**src/rtl/uart_tx_block.sv**
```systemverilog
// uart_tx_block: UART transmitter, 1 start bit, DATA_BITS data bits LSB-first, 1 stop bit.
// Optional even-parity bit between data and stop when TX_PARITY_EN is defined.
// All outputs come straight from registers; the next-state logic precomputes the
// line level for the state being entered so serial_out changes on the same edge
// as the state.
module uart_tx_block #(
   parameter int unsigned CLKS_PER_BIT = 10,
   parameter int unsigned DATA_BITS    = 8
) (
   input  logic                 clk,
   input  logic                 n_rst,
   input  logic [DATA_BITS-1:0] tx_data,
   input  logic                 tx_start,
   output logic                 tx_ready,
   output logic                 tx_done,
   output logic                 serial_out
);

   localparam int unsigned CNT_W = $clog2(CLKS_PER_BIT);
   localparam int unsigned IDX_W = $clog2(DATA_BITS + 1);
   localparam logic [CNT_W-1:0] CNT_LAST = CNT_W'(CLKS_PER_BIT - 1);
   localparam logic [IDX_W-1:0] IDX_LAST = IDX_W'(DATA_BITS - 1);

   typedef enum logic [2:0] {
      S_IDLE   = 3'd0,
      S_START  = 3'd1,
      S_DATA   = 3'd2,
`ifdef TX_PARITY_EN
      S_PARITY = 3'd3,
`endif
      S_STOP   = 3'd4
   } state_t;

   state_t               state_q, state_d;
   logic [CNT_W-1:0]     cnt_q, cnt_d;
   logic [IDX_W-1:0]     idx_q, idx_d;
   logic [DATA_BITS-1:0] shift_q, shift_d;
   logic                 ser_q, ser_d;
   logic                 ready_q, ready_d;
   logic                 done_q, done_d;
`ifdef TX_PARITY_EN
   logic                 parity_q, parity_d;
`endif
   logic                 bit_end;

   // State, counters, shift register and output registers
   always_ff @(posedge clk) begin
      if (!n_rst) begin
         state_q  <= S_IDLE;
         cnt_q    <= '0;
         idx_q    <= '0;
         shift_q  <= '0;
         ser_q    <= 1'b1;
         ready_q  <= 1'b1;
         done_q   <= 1'b0;
`ifdef TX_PARITY_EN
         parity_q <= 1'b0;
`endif
      end else begin
         state_q  <= state_d;
         cnt_q    <= cnt_d;
         idx_q    <= idx_d;
         shift_q  <= shift_d;
         ser_q    <= ser_d;
         ready_q  <= ready_d;
         done_q   <= done_d;
`ifdef TX_PARITY_EN
         parity_q <= parity_d;
`endif
      end
   end

   // Next-state, counter and registered-output logic
   always_comb begin
      state_d  = state_q;
      cnt_d    = cnt_q;
      idx_d    = idx_q;
      shift_d  = shift_q;
      ser_d    = ser_q;
      ready_d  = 1'b0;
      done_d   = 1'b0;
`ifdef TX_PARITY_EN
      parity_d = parity_q;
`endif
      bit_end  = (cnt_q == CNT_LAST);

      case (state_q)
         S_IDLE: begin
            ready_d = 1'b1;
            ser_d   = 1'b1;
            if (tx_start) begin
               state_d  = S_START;
               shift_d  = tx_data;
`ifdef TX_PARITY_EN
               parity_d = ^tx_data;
`endif
               cnt_d    = '0;
               ser_d    = 1'b0;
               ready_d  = 1'b0;
            end
         end

         S_START: begin
            if (bit_end) begin
               state_d = S_DATA;
               cnt_d   = '0;
               idx_d   = '0;
               ser_d   = shift_q[0];
            end else begin
               cnt_d = cnt_q + CNT_W'(1);
            end
         end

         S_DATA: begin
            if (bit_end) begin
               cnt_d   = '0;
               shift_d = shift_q >> 1;
               idx_d   = idx_q + IDX_W'(1);
               if (idx_q == IDX_LAST) begin
`ifdef TX_PARITY_EN
                  state_d = S_PARITY;
                  ser_d   = parity_q;
`else
                  state_d = S_STOP;
                  ser_d   = 1'b1;
`endif
               end else begin
                  ser_d = shift_q[1];
               end
            end else begin
               cnt_d = cnt_q + CNT_W'(1);
            end
         end

`ifdef TX_PARITY_EN
         S_PARITY: begin
            if (bit_end) begin
               state_d = S_STOP;
               cnt_d   = '0;
               ser_d   = 1'b1;
            end else begin
               cnt_d = cnt_q + CNT_W'(1);
            end
         end
`endif

         S_STOP: begin
            if (bit_end) begin
               state_d = S_IDLE;
               cnt_d   = '0;
               ser_d   = 1'b1;
               ready_d = 1'b1;
               done_d  = 1'b1;
            end else begin
               cnt_d = cnt_q + CNT_W'(1);
            end
         end

         default: begin
            state_d = S_IDLE;
            cnt_d   = '0;
            ser_d   = 1'b1;
            ready_d = 1'b1;
         end
      endcase
   end

   assign serial_out = ser_q;
   assign tx_ready   = ready_q;
   assign tx_done    = done_q;

endmodule

```
**config.mk**
```make
export PLATFORM = sky130hd
export DESIGN_NAME = uart_tx_block
export DESIGN_NICKNAME = d
export VERILOG_FILES = /design/src/rtl/uart_tx_block.sv
export SDC_FILE = /design/constraint.sdc
export NUM_CORES = 1
export LEC_CHECK = 0
export CORE_MARGIN = 4
export CORE_UTILIZATION = 45
export CTS_CLUSTER_DIAMETER = 40
export DETAILED_ROUTE_END_ITERATION = 10
export PLACE_DENSITY = 0.67
export SYNTH_ARGS = -nofsm -noshare
export SYNTH_HDL_FRONTEND = slang
export SYNTH_SLANG_ARGS = --single-unit
```
**constraint.sdc**
```tcl
create_clock -name clk -period 4.89 [get_ports clk]
set_input_delay 1.467 -clock clk [delete_from_list [all_inputs] [get_ports clk]]
set_output_delay 1.467 -clock clk [all_outputs]
set_load 0.01 [all_outputs]
```
==> summary.md <==
| Metric | Value |
|---|---|
| Die width | `a little under 60 µm` |
| Nets | `between 150 and 200` |
| Power Density | `about 280 nW/µm²` |
| Max cap viols | `0` |
| Ys async rst share | `0` |
| Total power | `369 µW` |
| Hold buffers post-CTS | `0` |
| Combinational Power Share | `0.183` |
| Area contributors post-synth | `dfxtp_1 (39%), nand2_1 (6.9%), a311oi_2 (4.0%)` |
| GR Overflow Total | `0` |
| Sequential share of the synthesized area | `0.387` |
| Sum Neg Setup Slack | `0 ns` |
| Critical path buffers and inverters | `1` |
| Drt total wl | `~2400 µm` |
| Leading area contributor after synthesis | `dfxtp_1` |
| Remaining antenna violation count | `0` |
| Leakage power total | `about 0.00047 µW` |
| Worst Path Class, Setup | `in2reg` |
| Post-layout min period | `~3 ns` |
| P&R area growth vs syn | `14.3%` |
| Internal power | `roughly 270 µW` |
| Hold Path Class | `reg2reg` |
| Clock power frac | `0.271` |
| Outcome | `finished clean` |
| Syn Area/Cell | `roughly 8.6 µm²` |
| Setup Viol. Count Final | `0` |
| Largest stage delay on the critical path | `between 0.5 and 0.6 ns` |
| DRT Pass-1 Iters | `4` |
| Most used DFF post-synth | `dfxtp_1` |
| Post-DP HPWL | `1690 µm` |
| Post-CTS setup buffers | `0` |
| Drt via density | `a little under 6` |
| Reg clk slew, reported paths | `roughly 0.13 ns` |
| Critical path capture point type | `register` |
| Net Sw Frac | `0.271` |
| Skew final | `0.0113 ns` |
| Worst-Skew Late Latency | `approximately 0.30 ns` |
| Mapped Nets | `about 150` |
| Buffers on Ports | `13` |
| Initial Util | `0.491` |
| Final Slew Violations | `0` |
| Cts bufs inserted | `3` |
| CP Data Required Time | `between 5 and 6 ns` |
| Net Sw Power | `approximately 100 µW` |
| YS warnings | `0` |
| Die Span Y | `58.3 µm` |
| Drt drc | `0` |
| Final Wtd Congestion | `slightly below 0.8` |
| CTS Sinks | `22` |
| Htree depth | `1` |
| Share of the synthesized area in the top cell type | `0.387` |
| VDD IR max | `between 150 and 200 µV` |
| EDFF count, synth | `0` |
| RSZ-0062 raised after global routing | `no` |
| Worst slew margin | `0.618` |
| Worst setup SP type | `primary input` |
| # resized after CTS | `0` |
| Initial antenna violation count | `0` |
| Crit path cell chain | `clkdlybuf4s50_1 -> or4b_1 -> o21ai_4 -> nor2_1 -> a311oi_2` |
| Largest net degree at the start of global routing | `16` |
| Layout cells sized above 1 | `0.0845` |
| Worst-margin pin slew | `0.568 ns` |
| Core area | `approximately 2300 µm²` |
| CTS tree | `done` |
| WP data arrival | `around 3.1 ns` |
| Die area | `3400 µm²` |
| Highest Clock Rate | `between 0.3 and 0.4 GHz` |
| CTS Root Cell | `clkbuf_4` |
| Register bit total from synthesis | `22` |
| Initial DRC count | `16` |
| Post-route clock period utilization | `0.596` |
| Max clock buf depth | `2` |
| Cell family with the largest share of critical-path delay | `simple AND/OR/NAND/NOR gates` |
| Vias in the first global route | `~940` |
| Total number of vias | `a little over 1000` |
| Critical path fanouts, max | `14` |
| Routed len/inst | `between 10 and 15 µm` |
| Slowest-stage cell, CP | `or4b_1` |
| # rows | `17` |
| Cells after Synth | `between 100 and 150` |
| Synth cell types | `a little over 40` |
| I/O pin cnt | `14` |
| Global-route wire length before repair | `about 4200 µm` |
| Fin util | `0.561` |
| Flop pwr share | `0.546` |
| Post-Syn Area | `about 1100 µm²` |
| Min Hold Slack | `approximately 0.49 ns` |
| GRT Overall Usage | `0.160` |
| Final-report hold violation count | `0` |
| Diodes inserted | `0` |
==> metal layers <==
layer,track usage,vias up,share of wire
met5,0,-,0
met4,0.0662,0,0.0076
met3,0.0329,2,0.042
met2,0.238,20,0.44
met1,0.223,483,0.51
li1,-,502,-
==> synth_stat cells (all sizes together), types with 3 or more instances <==
cell / instances
nand3: 7
a31oi: 3
nor2: 12
ha: 3
nand2: 21
nor3b: 4
a21oi: 3
buf: 6
a311oi: 8
inv: 4
dfxtp: 22
o21ai: 6
==> area by class of cell <==
type | count | area [µm²]
multi-input cells | 98 | 637
inverters | 4 | 15.0
clock buffers | 4 | 36.3
well taps | 28 | 35.0
fillers | 226 | 1020
repair buffers | 14 | 138
flip-flops and latches | 22 | 440
==> power by group through the flow <==
stage	clock network, µW	registers, µW	logic (µW)
after detailed placement	0	206	67.4
after global routing	115	204	75.7
final	99.9	201	67.6
after floorplan	0	202	50.9
after CTS	107	202	68.1
after global placement	0	205	66.1
==> through the flow <==
step / std cells / area [µm²] / setup WS, ns
2_1_floorplan: 132 / 1140 / 2.29
3_3_place_gp: 166 / 1260 / 1.73
3_5_place_dp: 166 / 1260 / 1.68
4_1_cts: 170 / 1300 / 1.99
5_1_grt: 170 / 1300 / 1.94
6_report: 170 / 1300 / 1.98
==> placed cells by master, fill, tap and decap left out, types with 4 or more instances in the layout <==
master | netlist | final
inv_1 | 4 | 4
nor3b_1 | 4 | 4
nor2_1 | 12 | 12
a311oi_1 | 5 | 5
dfxtp_1 | 22 | 22
o21ai_0 | 5 | 5
clkdlybuf4s50_1 | 0 | 13
nand2_1 | 21 | 21
nand3_1 | 7 | 7
==> worst paths after layout <==
| kind | start | endpoint | slack [ns] | cells past startpoint |
|---|---|---|---|---|
| max | tx_start | shift_q[5] | 1.98 | 5 |
| min | shift_q[3] | shift_q[2] | 0.49 | 2 |
| max reg2reg | state_q[1] | shift_q[5] | 2.86 | 4 |
| min reg2reg | shift_q[3] | shift_q[2] | 0.49 | 2 |
==> flip-flops by register name, indices dropped and copies added, names as in the netlist <==
register    cells
tx_done         1
idx_q           4
shift_q         8
tx_ready        1
state_q         3
serial_out      1
cnt_q           4
==> cells by family after synthesis <==
logic type | count (synthesis) | synth area share
and+or+nand+nor | 61 | 0.276
xor gates and xnor gates | 1 | 0.00769
DFF | 22 | 0.387
adders and majority gates | 3 | 0.0330
AOI/OAI and AO/OA | 30 | 0.215
muxes | 3 | 0.0275
buffers and inverters | 12 | 0.0538
==> tightest hold or removal path, stage by stage (launching register included) <==
cell      delay, ns
dfxtp_1        0.33
nand2_1        0.05
a311oi_1       0.07
No activity file was read; power rests on OpenSTA's default activity.
